[src/rtl/gsim_b_loader_pkg.sv]
// Shared GSIM definitions: vector geometry, loader and core state codes.
// Also holds the byte-packing helper used by the b loader.
package gsim_b_loader_pkg;

   localparam int GSIM_NUM_WORDS = 16;
   localparam int GSIM_B_W       = 16;

   typedef enum logic [1:0] {
      GS_IDLE,
      GS_RUN,
      GS_DONE
   } gsim_state_t;

   typedef enum logic [1:0] {
      LD_IDLE,
      LD_LOAD,
      LD_BURST,
      LD_WAIT
   } ld_state_t;

   // Merge one byte into a partially built word.
   function automatic logic [15:0] pack_word(
      input logic        lsb_first,
      input logic [15:0] cur,
      input logic [7:0]  b,
      input logic        phase
   );
      logic hi;
      hi = lsb_first ? phase : ~phase;
      return hi ? {b, cur[7:0]} : {cur[15:8], b};
   endfunction

endpackage

[src/rtl/gsim_b_loader_if.sv]
// Upstream byte stream handshake into the b loader.
// master drives bytes, slave (the loader) returns ready.
interface gsim_b_loader_if;
   logic       byte_valid;
   logic [7:0] byte_in;
   logic       byte_ready;

   modport master (
      output byte_valid,
      output byte_in,
      input  byte_ready
   );

   modport slave (
      input  byte_valid,
      input  byte_in,
      output byte_ready
   );
endinterface

[src/rtl/gsim_b_loader.sv]
// Collects a b vector byte by byte, then streams it to GSIM
// as an unbroken burst of NUM_WORDS words.
module gsim_b_loader
   import gsim_b_loader_pkg::*;
#(
   parameter int NUM_WORDS = GSIM_NUM_WORDS,
   parameter bit LSB_FIRST = 1'b1
) (
   input  logic                clk,
   input  logic                reset,
   gsim_b_loader_if.slave      bus,
   input  logic                clear,
   output logic                in_en,
   output logic signed [15:0]  b_in,
   output logic                busy
);

   localparam int CW = (NUM_WORDS > 1) ? $clog2(NUM_WORDS) : 1;
   localparam logic [CW-1:0] LAST = CW'(NUM_WORDS - 1);

   ld_state_t     state;
   logic [CW-1:0] cnt;
   logic          phase;
   logic [15:0]   bufr [NUM_WORDS];
   logic [15:0]   wr_word;
   logic [CW-1:0] cnt_nx;

   assign wr_word = pack_word(LSB_FIRST, bufr[cnt], bus.byte_in, phase);
   assign cnt_nx  = cnt + CW'(1);

   assign bus.byte_ready = (state == LD_LOAD);
   assign busy           = (state == LD_BURST) || (state == LD_WAIT);

   // Loader FSM: fill buffer, burst it out, then park until cleared.
   always_ff @(posedge clk or negedge reset) begin
      if (!reset) begin
         state <= LD_IDLE;
         cnt   <= '0;
         phase <= 1'b0;
         in_en <= 1'b0;
         b_in  <= '0;
         for (int i = 0; i < NUM_WORDS; i++) bufr[i] <= '0;
      end else begin
         unique case (state)
            LD_IDLE: state <= LD_LOAD;
            LD_LOAD: begin
               if (clear) begin
                  cnt   <= '0;
                  phase <= 1'b0;
               end else if (bus.byte_valid) begin
                  bufr[cnt] <= wr_word;
                  phase     <= ~phase;
                  if (phase) begin
                     if (cnt == LAST) begin
                        state <= LD_BURST;
                        cnt   <= '0;
                        in_en <= 1'b1;
                        b_in  <= (NUM_WORDS == 1) ? wr_word : bufr[0];
                     end else begin
                        cnt <= cnt_nx;
                     end
                  end
               end
            end
            LD_BURST: begin
               if (cnt == LAST) begin
                  state <= LD_WAIT;
                  cnt   <= '0;
                  in_en <= 1'b0;
                  b_in  <= '0;
               end else begin
                  cnt  <= cnt_nx;
                  b_in <= bufr[cnt_nx];
               end
            end
            LD_WAIT: begin
               if (clear) begin
                  state <= LD_LOAD;
                  cnt   <= '0;
                  phase <= 1'b0;
               end
            end
            default: state <= LD_IDLE;
         endcase
      end
   end

endmodule
[src/flat_wrapper.sv]
// flat-port wrapper written by rule: the top's interface ports become plain ports
module gsim_b_loader_flat import gsim_b_loader_pkg::*;
#(
   parameter int NUM_WORDS = GSIM_NUM_WORDS,
   parameter bit LSB_FIRST = 1'b1
)
  (clk, reset, clear, in_en, b_in, busy, bus_byte_valid, bus_byte_in, bus_byte_ready);
  gsim_b_loader_if bus_i ();
  input  logic clk;
  input  logic reset;
  input  logic clear;
  output logic in_en;
  output logic signed [15:0] b_in;
  output logic busy;
  input wire logic [$bits(bus_i.byte_valid)-1:0] bus_byte_valid;
  input wire logic [$bits(bus_i.byte_in)-1:0] bus_byte_in;
  output wire logic [$bits(bus_i.byte_ready)-1:0] bus_byte_ready;
  assign bus_i.byte_valid = bus_byte_valid;
  assign bus_i.byte_in = bus_byte_in;
  assign bus_byte_ready = bus_i.byte_ready;
  gsim_b_loader #(.NUM_WORDS(NUM_WORDS), .LSB_FIRST(LSB_FIRST)) u_core (.clk(clk), .reset(reset), .bus(bus_i), .clear(clear), .in_en(in_en), .b_in(b_in), .busy(busy));
endmodule
[config.mk]
export PLATFORM = sky130hd
export DESIGN_NAME = gsim_b_loader_flat
export DESIGN_NICKNAME = d
export VERILOG_FILES = /design/src/rtl/gsim_b_loader_pkg.sv /design/src/rtl/gsim_b_loader_if.sv /design/src/rtl/gsim_b_loader.sv /design/src/flat_wrapper.sv
export SDC_FILE = /design/constraint.sdc
export NUM_CORES = 1
export LEC_CHECK = 0
export ABC_AREA = 1
export BUFFER_PORTS_ARGS = -buffer_cell sky130_fd_sc_hd__buf_2
export CAP_MARGIN = 10
export CORE_UTILIZATION = 40
export DETAILED_ROUTE_END_ITERATION = 8
export HOLD_SLACK_MARGIN = 0.03
export PLACE_DENSITY = 0.62
export SLEW_MARGIN = 20
export SYNTH_ARGS = -nofsm -noshare
export SYNTH_HDL_FRONTEND = slang
export SYNTH_SLANG_ARGS = --single-unit
export TNS_END_PERCENT = 30
[constraint.sdc]
create_clock -name clk -period 4.9 [get_ports clk]
set_clock_uncertainty 0.2 [all_clocks]
set_input_delay 0.245 -clock clk [delete_from_list [all_inputs] [get_ports clk]]
set_output_delay 0.245 -clock clk [all_outputs]
set_load 0.005 [all_outputs]
==> metrics.cfg <==
[synth]
synth_fp_nets = 2655
syn_inst = 2634
ys_ff_latch = 280
syn_area_per_cell_um2 = 6.56
yosys_warnings = 0
yosysSeqAreaShare_pct = 40.5
syn-cell-area_mm2 = 0.0173
ys_types = 28

[clock_network]
cts_setup_buffers = 0
clock_sinks = 280
clk_pin_slew_ps = 60
h-tree-depth = 2
cts_tree = yes
clkLatencyLatePin_ps = 580
ctsResizeCount = 0
clock_tree.buffer_depth = 3
cts_made_buffers = 34
cts_hold_buf = 2
cts_root_buf = clkbuf_16

[setup_path]
worstSetupPathType = flip-flop to flip-flop
startpoint_type = flip-flop
r2r-start = u_core.cnt[1]
end_kind = flip-flop
reg2reg_to = u_core.bufr[65]
reg2reg_setup_slack_ps = 1410
critical_path_arrival_ps = 3730
r2r_cells = 7
cp.required_ps = 5140
worstPathMaxFanout = 30

[cells_and_area]
layout_common_cells = nand2_1 (1123), nand3_1 (561), dfrtp_1 (278)
drive_gt1_share_pct = 7.38
num-fill-cells = 4353
antennaDiodeCount = 0
final_area_mm2 = 0.0190
final_common_cell = nand2_1
area_delta_synth_final_pct = 9.69
final_nets = 2589

[pwr]
internal_power_mw = 6.10
p_seq_share_pct = 27.7
leakagePower_nw = 9.96
clock_power_share_pct = 23.1
pwr-share-comb_pct = 49.1
p_per_area_mw_per_mm2 = 623
ir_drop_v = 0.000376
switching_share_pct = 48.4
switchingPower_mw = 5.72

[sta]
worstMarginPinSlew_ps = 1020
slew-limit-headroom_pct = 31.6
rsz0062_at_grt = false
clock.fmax_ghz = 0.287
slew_viol_final = 0
fin_crit_sh_pct = 71.2
period_minus_slack_ps = 3490
finalHoldViolations = 0
layout_setup_ws_ps = 1410
fin_tns_setup_ps = 0
setup-violations-final = 0

[placed_design]
dpl_cell_area_mm2 = 0.0178
dp_hpwl_mm = 39.7
place_congestion = 0.908
port_buffers = 30
dp_slack_ps = 1560

[routing]
via_count = 17900
drt_wl_total_mm = 66.7
antenna_left = 0
drcViolationCount = 0
firstDrtPassIters = 6
routed_via_density = 5.66
drt-initial-drc-count = 2326
drt-wirelength-per-cell_um = 21.1

[floorplanning]
design.core.area_mm2 = 0.0423
io_pins = 31
dieArea_mm2 = 0.0440
die_y_um = 210
die_x_um = 210
rows = 75
initial_core_util_pct = 40.8

[job]
drv_cap = 0

[min_path]
hold_path.class = input pin to flip-flop
min_to = u_core.state[0]
hold_depth = 7
min_from = bus_byte_valid

[global_route]
grt_pass1_vias = 16600
grt_max_degree = 117
grt_overflow_total = 0
antenna_found_initial = 1
grt_util_all_layers_pct = 30.7
grt_pass1_wl_mm = 102

[outcome]
outcome = finished, final reports clean

## synthesized netlist by cell type, drive strengths merged
| master | count | area, um2 |
|---|---|---|
| a211oi | 1 | 7.51 |
| nand3b | 1 | 7.51 |
| inv | 275 | 1030 |
| clkbuf | 67 | 251 |
| o21ai | 17 | 85.1 |
| nor2 | 55 | 314 |
| dfrtp | 280 | 7010 |
| o22ai | 2 | 12.5 |
| xor2 | 3 | 41.3 |
| buf | 102 | 543 |
| ha | 9 | 113 |
| a21oi | 66 | 330 |
| xnor2 | 1 | 8.76 |
| clkinv | 1 | 5.00 |
| a31oi | 1 | 6.26 |
| o211ai | 48 | 360 |
| nand2 | 1143 | 4340 |
| nand3 | 562 | 2820 |
## layer usage
| metal | track usage [%] | part of all wire [%] | up-vias |
|---|---|---|---|
| li1 | - | - | 8163 |
| met1 | 41.8 | 41 | 8453 |
| met2 | 46.2 | 43 | 1080 |
| met3 | 6.91 | 11 | 201 |
| met4 | 14.7 | 5.0 | 2 |
| met5 | 0 | 0.018 | - |
## power groups by stage
stage                     combinational [mW]  clock [mW]  sequential (mW)
after floorplan                         4.10           0             3.12
after CTS                               5.66        2.76             3.26
after global placement                  5.56           0             3.28
final                                   5.81        2.73             3.27
after global routing                    6.37        2.85             3.33
after detailed placement                5.64           0             3.29
## worst max-delay path by stage
stage	startpoint	end
after floorplan	u_core.cnt[0]	u_core.b_in[14]
after global placement	u_core.cnt[1]	u_core.b_in[5]
after detailed placement	u_core.cnt[1]	u_core.bufr[77]
after CTS	u_core.cnt[1]	u_core.bufr[70]
after global routing	u_core.cnt[0]	u_core.bufr[47]
final	u_core.cnt[1]	u_core.bufr[65]
## cells by family (layout without fill, tap and decap cells)
group | after synthesis | in the layout | share of synthesized area, %
adders and majority gates | 9 | 9 | 0.652
DFF | 280 | 280 | 40.5
and+or+nand+nor | 1761 | 1761 | 43.3
xor gates and xnor gates | 4 | 4 | 0.290
buffers and inverters | 445 | 399 | 10.6
AOI/OAI and AO/OA | 135 | 135 | 4.64
## flip-flops by register name, summed over array words and instances (netlist names)
signal        flops
u_core.cnt        4
u_core.in_en      1
u_core.b_in      16
u_core.phase      1
u_core.state      2
u_core.bufr     256
## through the flow
stage               hold slack (ps)  power [mW]  instances  utilization (%)
finish                          100        11.8       3165             44.8
global route                    122        12.5       3165             44.8
CTS                            66.6        11.7       3165             44.8
detailed placement              221        8.94       3107             42.0
global placement                215        8.85       3107             41.9
floorplan                      -251        7.21       2634                -
## final cells by class
class | count | area [um2] | area share [%]
well taps | 577 | 722 | 3.81
multi-input cells | 1909 | 8510 | 44.9
flip-flops and latches | 280 | 7010 | 37.0
clock inverters | 12 | 216 | 1.14
repair buffers | 67 | 518 | 2.73
clock buffers | 44 | 940 | 4.96
inverters | 276 | 1040 | 5.50
## worst max-delay path, stage by stage (launching register included)
cell	delay (ps)
dfrtp_2	810
buf_4	540
ha_1	280
nand2_2	140
nor2_4	640
inv_2	480
nand2_1	160
nand2_1	60
No activity file was read; power rests on OpenSTA's default activity.
